File: src/rtl/multicycle_control_if.sv
// Instruction/data memory request-ready handshake bundle.
// master = controller side, slave = memory side.
interface multicycle_control_if;
    logic imem_req;
    logic imem_ready;
    logic dmem_req;
    logic dmem_ready;

    modport master (
        output imem_req,
        output dmem_req,
        input  imem_ready,
        input  dmem_ready
    );

    modport slave (
        input  imem_req,
        input  dmem_req,
        output imem_ready,
        output dmem_ready
    );
endinterface

File: src/rtl/multicycle_control.sv
// Multi-cycle RV32I main controller: FETCH/DECODE/EXEC/MEM/WB with traps.
// Optional U-type (LUI/AUIPC) decode and utype output under CTRL_UTYPE_EN.
module multicycle_control #(
    parameter int TIMEOUT = 16,
    parameter int TO_W    = 8,
    parameter int CNT_W   = 32
) (
    input  logic                 clk,
    input  logic                 reset,
    input  logic [6:0]           insn,
    input  logic                 stall,
    multicycle_control_if.master mem,
    output logic                 ir_write,
    output logic                 pc_write,
    output logic                 reg_we,
    output logic                 branch,
    output logic                 memread,
    output logic                 memtoreg,
    output logic                 memwrite,
    output logic                 alusrc,
    output logic                 regwrite,
    output logic                 jalnk,
    output logic                 jalnr,
    output logic [1:0]           aluop,
`ifdef CTRL_UTYPE_EN
    output logic                 utype,
`endif
    output logic                 trap,
    output logic [1:0]           trap_cause,
    output logic [2:0]           state_o,
    output logic [CNT_W-1:0]     retired
);

    typedef enum logic [2:0] {
        FETCH  = 3'd0,
        DECODE = 3'd1,
        EXEC   = 3'd2,
        MEM    = 3'd3,
        WB     = 3'd4,
        TRAP   = 3'd7
    } state_t;

    typedef struct packed {
`ifdef CTRL_UTYPE_EN
        logic       utype;
`endif
        logic       branch;
        logic       memread;
        logic       memtoreg;
        logic       memwrite;
        logic       alusrc;
        logic       regwrite;
        logic       jalnk;
        logic       jalnr;
        logic [1:0] aluop;
    } ctrl_t;

    localparam logic [TO_W-1:0] TO_LAST = TO_W'(TIMEOUT - 1);

    state_t            state;
    state_t            state_n;
    ctrl_t             bndl;
    ctrl_t             dec;
    logic              dec_ok;
    logic [TO_W-1:0]   wcnt;
    logic [TO_W-1:0]   wcnt_n;
    logic [1:0]        cause;
    logic [1:0]        cause_n;
    logic              ireq;
    logic              to_last;

    assign ireq    = (state == FETCH) && !stall;
    assign to_last = (TIMEOUT > 0) && (wcnt == TO_LAST);

    always_comb begin
        dec    = '0;
        dec_ok = 1'b1;
        unique case (1'b1)
            insn == 7'b0110011: begin
                dec.regwrite = 1'b1;
                dec.aluop    = 2'b10;
            end
            insn == 7'b0010011: begin
                dec.regwrite = 1'b1;
                dec.alusrc   = 1'b1;
                dec.aluop    = 2'b11;
            end
            insn == 7'b0000011: begin
                dec.memread  = 1'b1;
                dec.memtoreg = 1'b1;
                dec.alusrc   = 1'b1;
                dec.regwrite = 1'b1;
            end
            insn == 7'b0100011: begin
                dec.memwrite = 1'b1;
                dec.alusrc   = 1'b1;
            end
            insn == 7'b1100011: begin
                dec.branch = 1'b1;
                dec.aluop  = 2'b01;
            end
            insn == 7'b1101111: begin
                dec.jalnk    = 1'b1;
                dec.regwrite = 1'b1;
            end
            insn == 7'b1100111: begin
                dec.jalnr    = 1'b1;
                dec.regwrite = 1'b1;
                dec.alusrc   = 1'b1;
            end
`ifdef CTRL_UTYPE_EN
            insn == 7'b0110111,
            insn == 7'b0010111: begin
                dec.utype    = 1'b1;
                dec.regwrite = 1'b1;
                dec.alusrc   = 1'b1;
            end
`endif
            default: dec_ok = 1'b0;
        endcase
    end

    always_ff @(posedge clk) begin
        if (reset) state <= FETCH;
        else       state <= state_n;
    end

    always_comb begin
        state_n = state;
        cause_n = cause;
        unique case (state)
            FETCH: begin
                if (ireq && mem.imem_ready) begin
                    state_n = DECODE;
                end else if (ireq && to_last) begin
                    state_n = TRAP;
                    cause_n = 2'b10;
                end
            end
            DECODE: begin
                state_n = dec_ok ? EXEC : TRAP;
                if (!dec_ok) cause_n = 2'b01;
            end
            EXEC: begin
                state_n = (bndl.memread || bndl.memwrite) ? MEM : WB;
            end
            MEM: begin
                if (mem.dmem_ready) begin
                    state_n = WB;
                end else if (to_last) begin
                    state_n = TRAP;
                    cause_n = 2'b11;
                end
            end
            WB:      state_n = FETCH;
            TRAP:    state_n = TRAP;
            default: state_n = FETCH;
        endcase
    end

    // Wait counter only runs while a request sits unanswered in one state.
    always_comb begin
        wcnt_n = '0;
        if (state_n == state) begin
            if ((ireq && !mem.imem_ready) ||
                (state == MEM && !mem.dmem_ready)) begin
                wcnt_n = wcnt + 1'b1;
            end
        end
    end

    always_ff @(posedge clk) begin
        if (reset) begin
            wcnt    <= '0;
            bndl    <= '0;
            cause   <= '0;
            retired <= '0;
        end else begin
            wcnt  <= wcnt_n;
            cause <= cause_n;
            if (state == DECODE) bndl <= dec_ok ? dec : '0;
            if (state == WB) retired <= retired + CNT_W'(1);
        end
    end

    // Handshakes and strobes are forced low while reset is asserted.
    always_comb begin
        mem.imem_req = 1'b0;
        mem.dmem_req = 1'b0;
        ir_write     = 1'b0;
        pc_write     = 1'b0;
        reg_we       = 1'b0;
        trap         = 1'b0;
        if (!reset) begin
            unique case (state)
                FETCH: begin
                    mem.imem_req = !stall;
                    ir_write     = !stall && mem.imem_ready;
                end
                MEM:  mem.dmem_req = 1'b1;
                WB: begin
                    pc_write = 1'b1;
                    reg_we   = bndl.regwrite;
                end
                TRAP:    trap = 1'b1;
                default: ;
            endcase
        end
    end

    assign branch     = bndl.branch;
    assign memread    = bndl.memread;
    assign memtoreg   = bndl.memtoreg;
    assign memwrite   = bndl.memwrite;
    assign alusrc     = bndl.alusrc;
    assign regwrite   = bndl.regwrite;
    assign jalnk      = bndl.jalnk;
    assign jalnr      = bndl.jalnr;
    assign aluop      = bndl.aluop;
`ifdef CTRL_UTYPE_EN
    assign utype      = bndl.utype;
`endif
    assign trap_cause = cause;
    assign state_o    = state;

endmodule

File: src/flat_wrapper.sv
// flat-port wrapper written by rule: the top's interface ports become plain ports
module multicycle_control_flat 
#(
    parameter int TIMEOUT = 16,
    parameter int TO_W    = 8,
    parameter int CNT_W   = 32
)
  (clk, reset, insn, stall, ir_write, pc_write, reg_we, branch, memread, memtoreg, memwrite, alusrc, regwrite, jalnk, jalnr, aluop, trap, trap_cause, state_o, retired, mem_imem_req, mem_dmem_req, mem_imem_ready, mem_dmem_ready);
  multicycle_control_if mem_i ();
  input  logic clk;
  input  logic reset;
  input  logic [6:0] insn;
  input  logic stall;
  output logic ir_write;
  output logic pc_write;
  output logic reg_we;
  output logic branch;
  output logic memread;
  output logic memtoreg;
  output logic memwrite;
  output logic alusrc;
  output logic regwrite;
  output logic jalnk;
  output logic jalnr;
  output logic [1:0] aluop;
  output logic trap;
  output logic [1:0] trap_cause;
  output logic [2:0] state_o;
  output logic [CNT_W-1:0] retired;
  output wire logic [$bits(mem_i.imem_req)-1:0] mem_imem_req;
  output wire logic [$bits(mem_i.dmem_req)-1:0] mem_dmem_req;
  input wire logic [$bits(mem_i.imem_ready)-1:0] mem_imem_ready;
  input wire logic [$bits(mem_i.dmem_ready)-1:0] mem_dmem_ready;
  assign mem_imem_req = mem_i.imem_req;
  assign mem_dmem_req = mem_i.dmem_req;
  assign mem_i.imem_ready = mem_imem_ready;
  assign mem_i.dmem_ready = mem_dmem_ready;
  multicycle_control #(.TIMEOUT(TIMEOUT), .TO_W(TO_W), .CNT_W(CNT_W)) u_core (.clk(clk), .reset(reset), .insn(insn), .stall(stall), .mem(mem_i), .ir_write(ir_write), .pc_write(pc_write), .reg_we(reg_we), .branch(branch), .memread(memread), .memtoreg(memtoreg), .memwrite(memwrite), .alusrc(alusrc), .regwrite(regwrite), .jalnk(jalnk), .jalnr(jalnr), .aluop(aluop), .trap(trap), .trap_cause(trap_cause), .state_o(state_o), .retired(retired));
endmodule
File: config.mk
export PLATFORM = sky130hd
export DESIGN_NAME = multicycle_control_flat
export DESIGN_NICKNAME = d
export VERILOG_FILES = /design/src/rtl/multicycle_control_if.sv /design/src/rtl/multicycle_control.sv /design/src/flat_wrapper.sv
export SDC_FILE = /design/constraint.sdc
export NUM_CORES = 1
export LEC_CHECK = 0
export BUFFER_PORTS_ARGS = -buffer_cell sky130_fd_sc_hd__buf_4
export CAP_MARGIN = 10
export CORE_MARGIN = 3
export CORE_UTILIZATION = 45
export DETAILED_ROUTE_END_ITERATION = 8
export MAX_ROUTING_LAYER = met4
export PLACE_DENSITY_LB_ADDON = 0.1
export SLEW_MARGIN = 20
export SYNTH_ARGS = -nofsm -noshare
export SYNTH_HDL_FRONTEND = slang
export SYNTH_SLANG_ARGS = --single-unit
File: constraint.sdc
create_clock -name clk -period 2.82 [get_ports clk]
set_input_delay 0.282 -clock clk [delete_from_list [all_inputs] [get_ports clk]]
set_output_delay 0.282 -clock clk [all_outputs]
set_load 0.02 [all_outputs]
==> run_results.csv <==
group,metric,value,unit
synthesis,syn_area,2660,µm²
synthesis,yosysSeqAreaShare,40.6,%
setup_path,crit_path_start_kind,"flip-flop",
global_routing,track_usage,18.3,%
clock_network,cts_hold_buf,0,
setup_path,crit_required,2.54,ns
synthesis,yosysTopAreaCell,"dfxtp_1",
hold_path,holdPathStages,3,
setup_path,crit_fanout,16,
floorplanning,die_area,6880,µm²
global_routing,grt_pass1_vias,2333,
global_routing,antenna_found_initial,0,
power,clkPwrFrac,35.4,%
power,netSwitchingFraction,23.5,%
setup_path,reg2regPathDepth,4,
floorplanning,die_h,82.9,µm
sta,slew_viol_final,0,
sta,max_freq,435,MHz
synthesis,ys_top_cells_by_count,"dfxtp_1, nor2_1, a21oi_1",
power,peakVddDrop,0.243,mV
floorplanning,core_area,5610,µm²
sta,finalSetupViolations,0,
synthesis,synthCells,318,
finish,finalInstanceArea,3280,µm²
power,seq_power_share,55.4,%
route,drc_errors,0,
clock_network,cts_tree,"built",
synthesis,ys_types,50,
sta,grt_setup_unrepaired,"false",
sta,finClkSkew,0.00572,ns
power,p_leak,1.16,nW
sta,tns,0,ns
synthesis,ys_async_sr_fraction,0,%
floorplanning,start_util,47.5,%
finish,n_fill_cell,561,
route,vias,2523,
floorplanning,core.rowCount,27,
route,viasPerCell,5.66,
synthesis,yosys_most_used_dff,"dfxtp_1",
clock_network,clock_latency,0.30,ns
finish,regArea,1080,µm²
route,avgRoutedWirePerCell,13.7,µm
setup_path,reg2reg_slack,0.52,ns
place,place_hpwl,4370,µm
clock_network,cts_resized,0,
clock_network,cts-root-buf,"clkbuf_8",
route,antenna_left,0,
power,p_int,1.09,mW
global_routing,grt_max_degree,53,
place,gp_congestion,0.774,
sta,tightest_slew,0.859,ns
route,wirelength,6100,µm
clock_network,post-cts-setup-buffers,0,
route,drt_first_iter_violations,93,
synthesis,yosysTopAreaCellShare,40.6,%
place,numPortBuffers,64,
job,drv_cap,0,
hold_path,hold_start,"insn[3]",
sta,hold_violations,0,
synthesis,syn_avg_cell_area,8.38,µm²
synthesis,ys_ff_latch,54,
synthesis,yosysMostFrequentCell,"dfxtp_1",
power,p_comb_share,9.2,%
synthesis,yosysWarnings,0,
place,placed_area,3170,µm²
synthesis,synthTopCellsByArea,"dfxtp_1, a21oi_1, nor2_1",
setup_path,rr_endpoint,"u_core.retired[21]",
hold_path,holdPathEnd,"u_core.jalnk",
global_routing,grt_pass1_wl,10600,µm
synthesis,synth_edf_count,0,
sta,layout_min_cycle_time,2.30,ns
clock_network,htreeDepth,2,
sta,worst_slack,0.520,ns
clock_network,clk_path_buf_depth,2,
setup_path,crit_type,"reg2out",
finish,drive_gt1_share,22.2,%
finish,multi_input_area,1470,µm²
power,p_total,1.43,mW
setup_path,rr_startpoint,"u_core.state_o[2]",
sta,fin_crit_sh,81.6,%
clock_network,clk_pin_slew,0.09,ns
power,p_sw,0.336,mW
sta,slew_headroom,42.0,%
hold_path,min_path_type,"in2reg",
clock_network,clock_sinks,54,
setup_path,critPathArrivalTime,2.02,ns
route,first_pass_iters,4,
floorplanning,io_pins,65,
power,power_density,436,nW/µm²
finish,syn_to_final_growth,23.2,%
finish,final_nets,387,
setup_path,worstSetupEndpointType,"output pin",
global_routing,grt-ovfl-total,0,
finish,diodes,0,
run_status,status,"complete, no violations",
synthesis,syn_nets,332,
clock_network,cts_made_buffers,5,
floorplanning,die_w,82.9,µm
place,dpl_worst_slack,0.576,ns
[through the flow]
step / hold WS [ns] / utilization [%] / cells
detailed placement: 0.439 / 56.5 / 438
CTS: 0.244 / 58.5 / 446
global placement: 0.434 / 56.5 / 438
finish: 0.258 / 58.5 / 446
global route: 0.275 / 58.5 / 446
floorplan: 0.418 / - / 318
[layer usage]
metal	global-route usage, %	vias up	wire length, µm
met2	29.4	61	2900
met3	4.07	7	295
met5	-	-	0
li1	-	1296	-
met4	5.35	0	70
met1	23.1	1159	2840
[state kept, by name, summed over array words and instances (netlist names)]
name,count
u_core.retired,32
u_core.wcnt,8
u_core.state_o,3
u_core.aluop,2
u_core.trap_cause,2
u_core.alusrc,1
u_core.branch,1
u_core.jalnk,1
u_core.jalnr,1
u_core.memread,1
u_core.memwrite,1
u_core.regwrite,1
[logic make-up (layout without fill, tap and decap cells)]
kind of cell	after synthesis	count (layout)	share of synthesized area (%)
buffers and inverters	28	84	4.37
DFF	54	54	40.6
adders and majority gates	2	2	0.939
xor gates and xnor gates	15	15	4.93
muxes	1	1	0.423
AOI/OAI and AO/OA	72	72	17.1
and+or+nand+nor	146	146	31.7
[power groups by stage]
| stage | combinational (mW) | sequential [mW] | clock (mW) |
|---|---|---|---|
| after global placement | 0.131 | 0.809 | 0 |
| after CTS | 0.132 | 0.793 | 0.529 |
| after detailed placement | 0.131 | 0.810 | 0 |
| final | 0.131 | 0.792 | 0.506 |
| after global routing | 0.144 | 0.796 | 0.561 |
| after floorplan | 0.0769 | 0.812 | 0 |
[critical path, stage by stage (launching register included)]
cell and delay [ns]:
dfxtp_1 0.67, or3b_2 0.55, nor2_1 0.20, and2_1 0.16
buf_4 0.13
[final cells by class]
| type | instances | area share, % |
|---|---|---|
| Multi-Input combinational cell | 236 | 44.7 |
| Sequential cell | 54 | 33.0 |
| Timing Repair Buffer | 66 | 15.1 |
| Tap cell | 72 | 2.75 |
| Clock buffer | 6 | 2.21 |
| Clock inverter | 2 | 1.14 |
| Inverter | 10 | 1.14 |
[worst max path at each step]
stage / from / end / depth (start not counted)
after floorplan: u_core.retired[2] / u_core.retired[22] / 5
after global placement: u_core.state_o[2] / u_core.retired[18] / 4
after detailed placement: u_core.state_o[2] / u_core.retired[20] / 4
after CTS: u_core.state_o[2] / u_core.retired[23] / 4
after global routing: u_core.state_o[2] / u_core.retired[21] / 4
final: u_core.state_o[2] / reg_we / 4
[cell usage in the layout, fill, tap and decap left out, drive strengths merged, types with 6 or more instances in the layout]
cell type,instances
xnor2,9
clkbuf,6
or3,8
nor2,32
nand2,24
inv,10
or4,17
xor2,6
and4,8
nand4,10
nor3,11
a21oi,31
buf,66
dfxtp,54
o21ai,8
nand3,14
o31ai,13
(Power assumes the default switching activity.)
